File: config.mk
export PLATFORM = sky130hd
export DESIGN_NAME = mem_stage
export DESIGN_NICKNAME = d
export VERILOG_FILES = /design/src/rtl/mem_pkg.sv /design/src/rtl/mem_stage_sram_ctrl.sv /design/src/rtl/mem_stage.sv
export SDC_FILE = /design/constraint.sdc
export NUM_CORES = 1
export LEC_CHECK = 0
export CAP_MARGIN = 5
export CORE_ASPECT_RATIO = 1.75
export CORE_MARGIN = 2
export CORE_UTILIZATION = 48
export CTS_CLUSTER_SIZE = 24
export DETAILED_ROUTE_END_ITERATION = 12
export GPL_TIMING_DRIVEN = 1
export PLACE_DENSITY = 0.86
export SETUP_SLACK_MARGIN = 0.2
export SLEW_MARGIN = 0
export SYNTH_ARGS = -nofsm -noshare
export SYNTH_HDL_FRONTEND = slang
export SYNTH_HIERARCHICAL = 1
export SYNTH_SLANG_ARGS = --single-unit
File: constraint.sdc
create_clock -name clk -period 2.6 [get_ports clk]
set_input_delay 0.52 -clock clk [delete_from_list [all_inputs] [get_ports clk]]
set_output_delay 0.52 -clock clk [all_outputs]
set_load 0.02 [all_outputs]
File: src/rtl/mem_pkg.sv
// Shared types and default constants for the MEM pipeline stage.
package mem_pkg;

   localparam int unsigned SRAM_ADDR_W_DFLT = 18;
   localparam int unsigned WAIT_CYCLES_DFLT = 2;
   localparam int unsigned MEM_BASE_DFLT    = 1024;

   typedef enum logic [2:0] {IDLE, LO, HI, WAIT, DONE} state_t;

   // EX/MEM pipeline register payload
   typedef struct packed {
      logic        wb_en;
      logic        mem_r_en;
      logic        mem_w_en;
      logic [31:0] alu_result;
      logic [31:0] val_rm;
      logic [3:0]  dest;
   } ex_mem_t;

endpackage

File: src/rtl/mem_stage_sram_ctrl.sv
// Multi-cycle 32-bit access over a 16-bit SRAM: low half, high half, wait, done.
module sram_ctrl
   import mem_pkg::*;
#(
   parameter int unsigned ADDR_W      = SRAM_ADDR_W_DFLT,
   parameter int unsigned WAIT_CYCLES = WAIT_CYCLES_DFLT
) (
   input  logic              clk,
   input  logic              reset,
   input  logic              start,
   input  logic              is_write,
   input  logic [ADDR_W-1:0] addr,
   input  logic [31:0]       wdata,
   output logic [31:0]       rdata,
   output logic              ready,
   output logic [ADDR_W-1:0] sram_addr,
   output logic [15:0]       sram_dq_out,
   input  logic [15:0]       sram_dq_in,
   output logic              sram_dq_oe,
   output logic              sram_we_n
);

   localparam int unsigned CNT_W = (WAIT_CYCLES > 1) ? $clog2(WAIT_CYCLES) : 1;

   state_t           state;
   logic [CNT_W-1:0] cnt;
   logic [15:0]      data_lo;
   logic [15:0]      data_hi;

   assign ready = (state == DONE) || ((state == IDLE) && !start);
   assign rdata = {data_hi, data_lo};

   // SRAM pins are registered: they are set up on the edge entering LO/HI
   always_ff @(posedge clk) begin
      if (reset) begin
         state       <= IDLE;
         cnt         <= '0;
         sram_addr   <= '0;
         sram_dq_out <= '0;
         sram_dq_oe  <= 1'b0;
         sram_we_n   <= 1'b1;
         data_lo     <= '0;
         data_hi     <= '0;
      end else begin
         case (state)
            IDLE: begin
               if (start) begin
                  state       <= LO;
                  sram_addr   <= addr;
                  sram_dq_out <= wdata[15:0];
                  sram_dq_oe  <= is_write;
                  sram_we_n   <= ~is_write;
               end
            end
            LO: begin
               state       <= HI;
               sram_addr   <= addr | ADDR_W'(1);
               sram_dq_out <= wdata[31:16];
               if (!is_write) data_lo <= sram_dq_in;
            end
            HI: begin
               state      <= WAIT;
               cnt        <= CNT_W'(WAIT_CYCLES - 1);
               sram_dq_oe <= 1'b0;
               sram_we_n  <= 1'b1;
               if (!is_write) data_hi <= sram_dq_in;
            end
            WAIT: begin
               if (cnt == '0) state <= DONE;
               else           cnt   <= cnt - CNT_W'(1);
            end
            DONE:    state <= IDLE;
            default: state <= IDLE;
         endcase
      end
   end

endmodule

File: src/rtl/mem_stage.sv
// MEM stage: EX/MEM register, SRAM access controller, MEM/WB register with bubbles.
module mem_stage
   import mem_pkg::*;
#(
   parameter int unsigned SRAM_ADDR_W = SRAM_ADDR_W_DFLT,
   parameter int unsigned WAIT_CYCLES = WAIT_CYCLES_DFLT,
   parameter int unsigned MEM_BASE    = MEM_BASE_DFLT
) (
   input  logic                   clk,
   input  logic                   reset,
   input  logic                   wb_en_in,
   input  logic                   mem_r_en_in,
   input  logic                   mem_w_en_in,
   input  logic [31:0]            alu_result_in,
   input  logic [31:0]            val_rm_in,
   input  logic [3:0]             dest_in,
   output logic                   ready,
   output logic [31:0]            alu_result_mem,
   output logic [3:0]             dest_mem,
   output logic                   wb_en_mem,
   output logic                   wb_en_out,
   output logic                   mem_r_en_out,
   output logic [31:0]            alu_result_out,
   output logic [31:0]            mem_data_out,
   output logic [3:0]             dest_out,
   output logic [SRAM_ADDR_W-1:0] sram_addr,
   output logic [15:0]            sram_dq_out,
   input  logic [15:0]            sram_dq_in,
   output logic                   sram_dq_oe,
   output logic                   sram_we_n
);

   ex_mem_t                ex_q;
   logic [SRAM_ADDR_W-2:0] pair_idx;
   logic [SRAM_ADDR_W-1:0] lo_addr;
   logic [31:0]            rdata;

   // Byte offset from MEM_BASE (wrapping), 32-bit word index -> pair of 16-bit SRAM words
   assign pair_idx = (SRAM_ADDR_W-1)'((ex_q.alu_result - 32'(MEM_BASE)) >> 2);
   assign lo_addr  = {pair_idx, 1'b0};

   assign alu_result_mem = ex_q.alu_result;
   assign dest_mem       = ex_q.dest;
   assign wb_en_mem      = ex_q.wb_en;

   always_ff @(posedge clk) begin
      if (reset) begin
         ex_q <= '0;
      end else if (ready) begin
         ex_q <= '{wb_en:      wb_en_in,
                   mem_r_en:   mem_r_en_in,
                   mem_w_en:   mem_w_en_in,
                   alu_result: alu_result_in,
                   val_rm:     val_rm_in,
                   dest:       dest_in};
      end
   end

   sram_ctrl #(
      .ADDR_W      (SRAM_ADDR_W),
      .WAIT_CYCLES (WAIT_CYCLES)
   ) u_ctrl (
      .clk         (clk),
      .reset       (reset),
      .start       (ex_q.mem_r_en | ex_q.mem_w_en),
      .is_write    (ex_q.mem_w_en),
      .addr        (lo_addr),
      .wdata       (ex_q.val_rm),
      .rdata       (rdata),
      .ready       (ready),
      .sram_addr   (sram_addr),
      .sram_dq_out (sram_dq_out),
      .sram_dq_in  (sram_dq_in),
      .sram_dq_oe  (sram_dq_oe),
      .sram_we_n   (sram_we_n)
   );

   // MEM/WB register: a frozen cycle inserts a bubble, other fields hold
   always_ff @(posedge clk) begin
      if (reset) begin
         wb_en_out      <= 1'b0;
         mem_r_en_out   <= 1'b0;
         alu_result_out <= '0;
         mem_data_out   <= '0;
         dest_out       <= '0;
      end else if (ready) begin
         wb_en_out      <= ex_q.wb_en;
         mem_r_en_out   <= ex_q.mem_r_en;
         alu_result_out <= ex_q.alu_result;
         mem_data_out   <= rdata;
         dest_out       <= ex_q.dest;
      end else begin
         wb_en_out      <= 1'b0;
         mem_r_en_out   <= 1'b0;
      end
   end

endmodule

==> reports/qor.yml <==
cts_tree: "yes"
cp_slowest_cell: "or2_2"
numCtsBuffers: 20
drive_gt1_share_pct: 5.750
holdPathStages: 2
viasPerCell: 5.184
worst_pin_slew_ns: 0.8842
clock_skew_ns: 0.01483
final.setup.tns_ns: 0
fin_crit_ns: 2.285
syn-num-nets: 935
drc: 0
synthMuxAreaShare_pct: 18.85
max_stage_delay_ns: 0.39
synthToLayoutAreaGrowth_pct: 35.96
ys_types: 40
p_per_area_mw_per_mm2: 1278
end_kind: "primary output"
rsz0062_at_grt: "no"
clock_latency_ns: 0.49
cts_setup_buffers: 0
fill_cells: 1345
cts_hold_buf: 0
synth-xor-area-share_pct: 0.6386
start_kind: "flop"
grt_max_degree: 142
synth_top_family_by_area: "multiplexers"
drt_pass1_iterations: 5
syn_area_sq_mm: 0.008229
ys_ff_latch: 213
synth-adder-area-share_pct: 0.1520
synth.largest_area_cell: "dfxtp_1"
mostFrequentLayoutCell: "clkdlybuf4s50_1"
die_w_um: 103.0
crit_chain: "or2_2, a211oi_4, buf_2"
cts_num_sinks: 213
syn_inst: 845
clk_pin_slew_worst_paths_ns: 0.07
ys.flop_type: "dfxtp_1"
r2r_cells: 5
grtUsageTotal_pct: 21.77
synth_compound_area_share_pct: 7.496
crit_arrival_ns: 1.77
worstPathMaxFanout: 10
dp_hpwl_um: 13650
critical_path_required_ns: 2.08
die_area_sq_mm: 0.01825
path_class: "reg -> out"
grt_pass1_wl_um: 31850
syn_avg_cell_area_sq_um: 9.739
io_buffer_count: 232
final_cell_mix: "230 x clkdlybuf4s50_1, 213 x dfxtp_1, 155 x mux2i_1"
gp_congestion: 0.7832
outcome: "finished, final reports clean"
drt_iter0_drc: 317
wl_per_cell_um: 16.72
p_leak_nw: 4.501
max_freq_mhz: 437.6
antenna_left: 0
cts_buffer_depth: 3
hold_viol: 0
vdd_drop_max_uv: 1407
seq_area_frac_synth_pct: 51.82
total_power_mw: 14.30
num_antenna_cells: 0
synth_top_cell_area_share_pct: 51.82
via_count: 6495
root_buffer: "clkbuf_16"
setup_violations: 0
rows: 63
io_pins: 233
synth-edff-count: 0
crit_start: "ex_q[68]$_SDFFE_PP0P_"
antenna_found_initial: 0
hp-class: "reg -> reg"
min_from: "u_ctrl/data_lo[12]$_SDFFE_PP0P_"
grt-ovfl-total: 0
timing.slew.headroom_pct: 41.05
yosysWarnings: 6
reg2reg_from: "ex_q[68]$_SDFFE_PP0P_"
r2r_slack_ns: 0.35
core_area_sq_mm: 0.01687
nets: 1104
async_flop_share_pct: 0
max-cap-violations: 0
h-tree-depth: 1
synth_area_leaders: "dfxtp_1 52%, mux2i_1 19%, nor2_1 6.7%"
finalCritPeriodShare_pct: 87.90
slew_violations: 0
initial_core_util_pct: 48.78
grt_pass1_vias: 6441
die_y_um: 177.2
synthSimpleGateAreaFrac_pct: 13.49
routed_wl_um: 20950
[power breakdown]
group | internal [mW] | leakage (nW) | switching (mW)
Combinational | 2.79 | 2.38 | 3.33
Clock | 2.22 | 0.381 | 1.23
Sequential | 4.13 | 1.74 | 0.604
Total | 9.13 | 4.50 | 5.17
[final timing paths]
path                                endpoint
max                                    ready
min          u_ctrl/data_lo[12]$_SDFFE_PP0P_
max reg2reg    mem_data_out[14]$_SDFFE_PP0P_
min reg2reg  u_ctrl/data_lo[12]$_SDFFE_PP0P_
[through the flow]
stage	area [sq um]	instances	setup WS [ns]	hold WS, ns	util [%]
after floorplan	8234	845	0.3490	0.4360	-
after global placement	10390	1218	0.3319	0.4407	61.61
after detailed placement	10390	1218	0.2675	0.4486	61.61
after CTS	11180	1252	0.2077	0.4580	66.27
after global routing	11190	1253	0.2320	0.4748	66.33
final	11190	1253	0.3146	0.4571	66.33
[sequential cells by signal, summed over array words and instances (netlist names), 3 cells and up]
signal,flops
dest_out,4
u_ctrl/state,3
alu_result_mem,32
u_ctrl/sram_dq_out,16
alu_result_out,32
u_ctrl/sram_addr,18
ex_q,34
u_ctrl/data_hi,16
dest_mem,4
mem_data_out,32
u_ctrl/data_lo,16
[layer usage]
| layer | vias up | wire (um) | share of wire [%] | global-route usage, % |
|---|---|---|---|---|
| met4 | 0 | 834 | 4.0 | 9.759 |
| met2 | 220 | 10940 | 52 | 38.83 |
| met3 | 49 | 1300 | 6.2 | 4.976 |
| met1 | 3084 | 7872 | 38 | 23.94 |
| li1 | 3142 | - | - | - |
| met5 | - | 0 | 0 | 0 |
[cell families after synthesis]
family                     after synthesis
and+or+nand+nor                        253
DFF                                    213
muxes                                  155
AOI/OAI and AO/OA                      110
buffers and inverters                  106
xor gates and xnor gates                 6
adders and majority gates                1
other                                    1
[area by class of cell]
class | count | area [sq um] | area share [%]
Clock buffer | 24 | 556.8 | 4.977
Tap cell | 227 | 284.0 | 2.539
Timing Repair Buffer | 246 | 2470 | 22.08
Inverter | 7 | 26.28 | 0.2348
Sequential cell | 213 | 4264 | 38.11
Multi-Input combinational cell | 526 | 3359 | 30.03
Clock inverter | 10 | 227.7 | 2.035
[synth_stat cells, types with 5 or more instances]
cell,number
nand2_1,66
mux2i_1,155
a21oi_1,66
xor2_1,5
nor2_1,147
buf_2,19
nand3_1,18
o21ai_0,18
inv_1,7
a211oi_1,18
dfxtp_1,213
clkbuf_1,27
buf_4,48
[repair_timing]
| item | 4_1_cts | 5_1_grt |
|---|---|---|
| setup endpoints to repair | 1 | 123 |
| resized for setup | 3 | 5 |
| pin swaps | 0 | 1 |
| cloned | 0 | 1 |
[critical path, delay by kind of cell (launching register included)]
kind            cells  cell delay (ns)
compound gates      1             0.32
buf+inv             1             0.25
flops               1             0.31
simple gates        1             0.39
(Power assumes the default switching activity.)
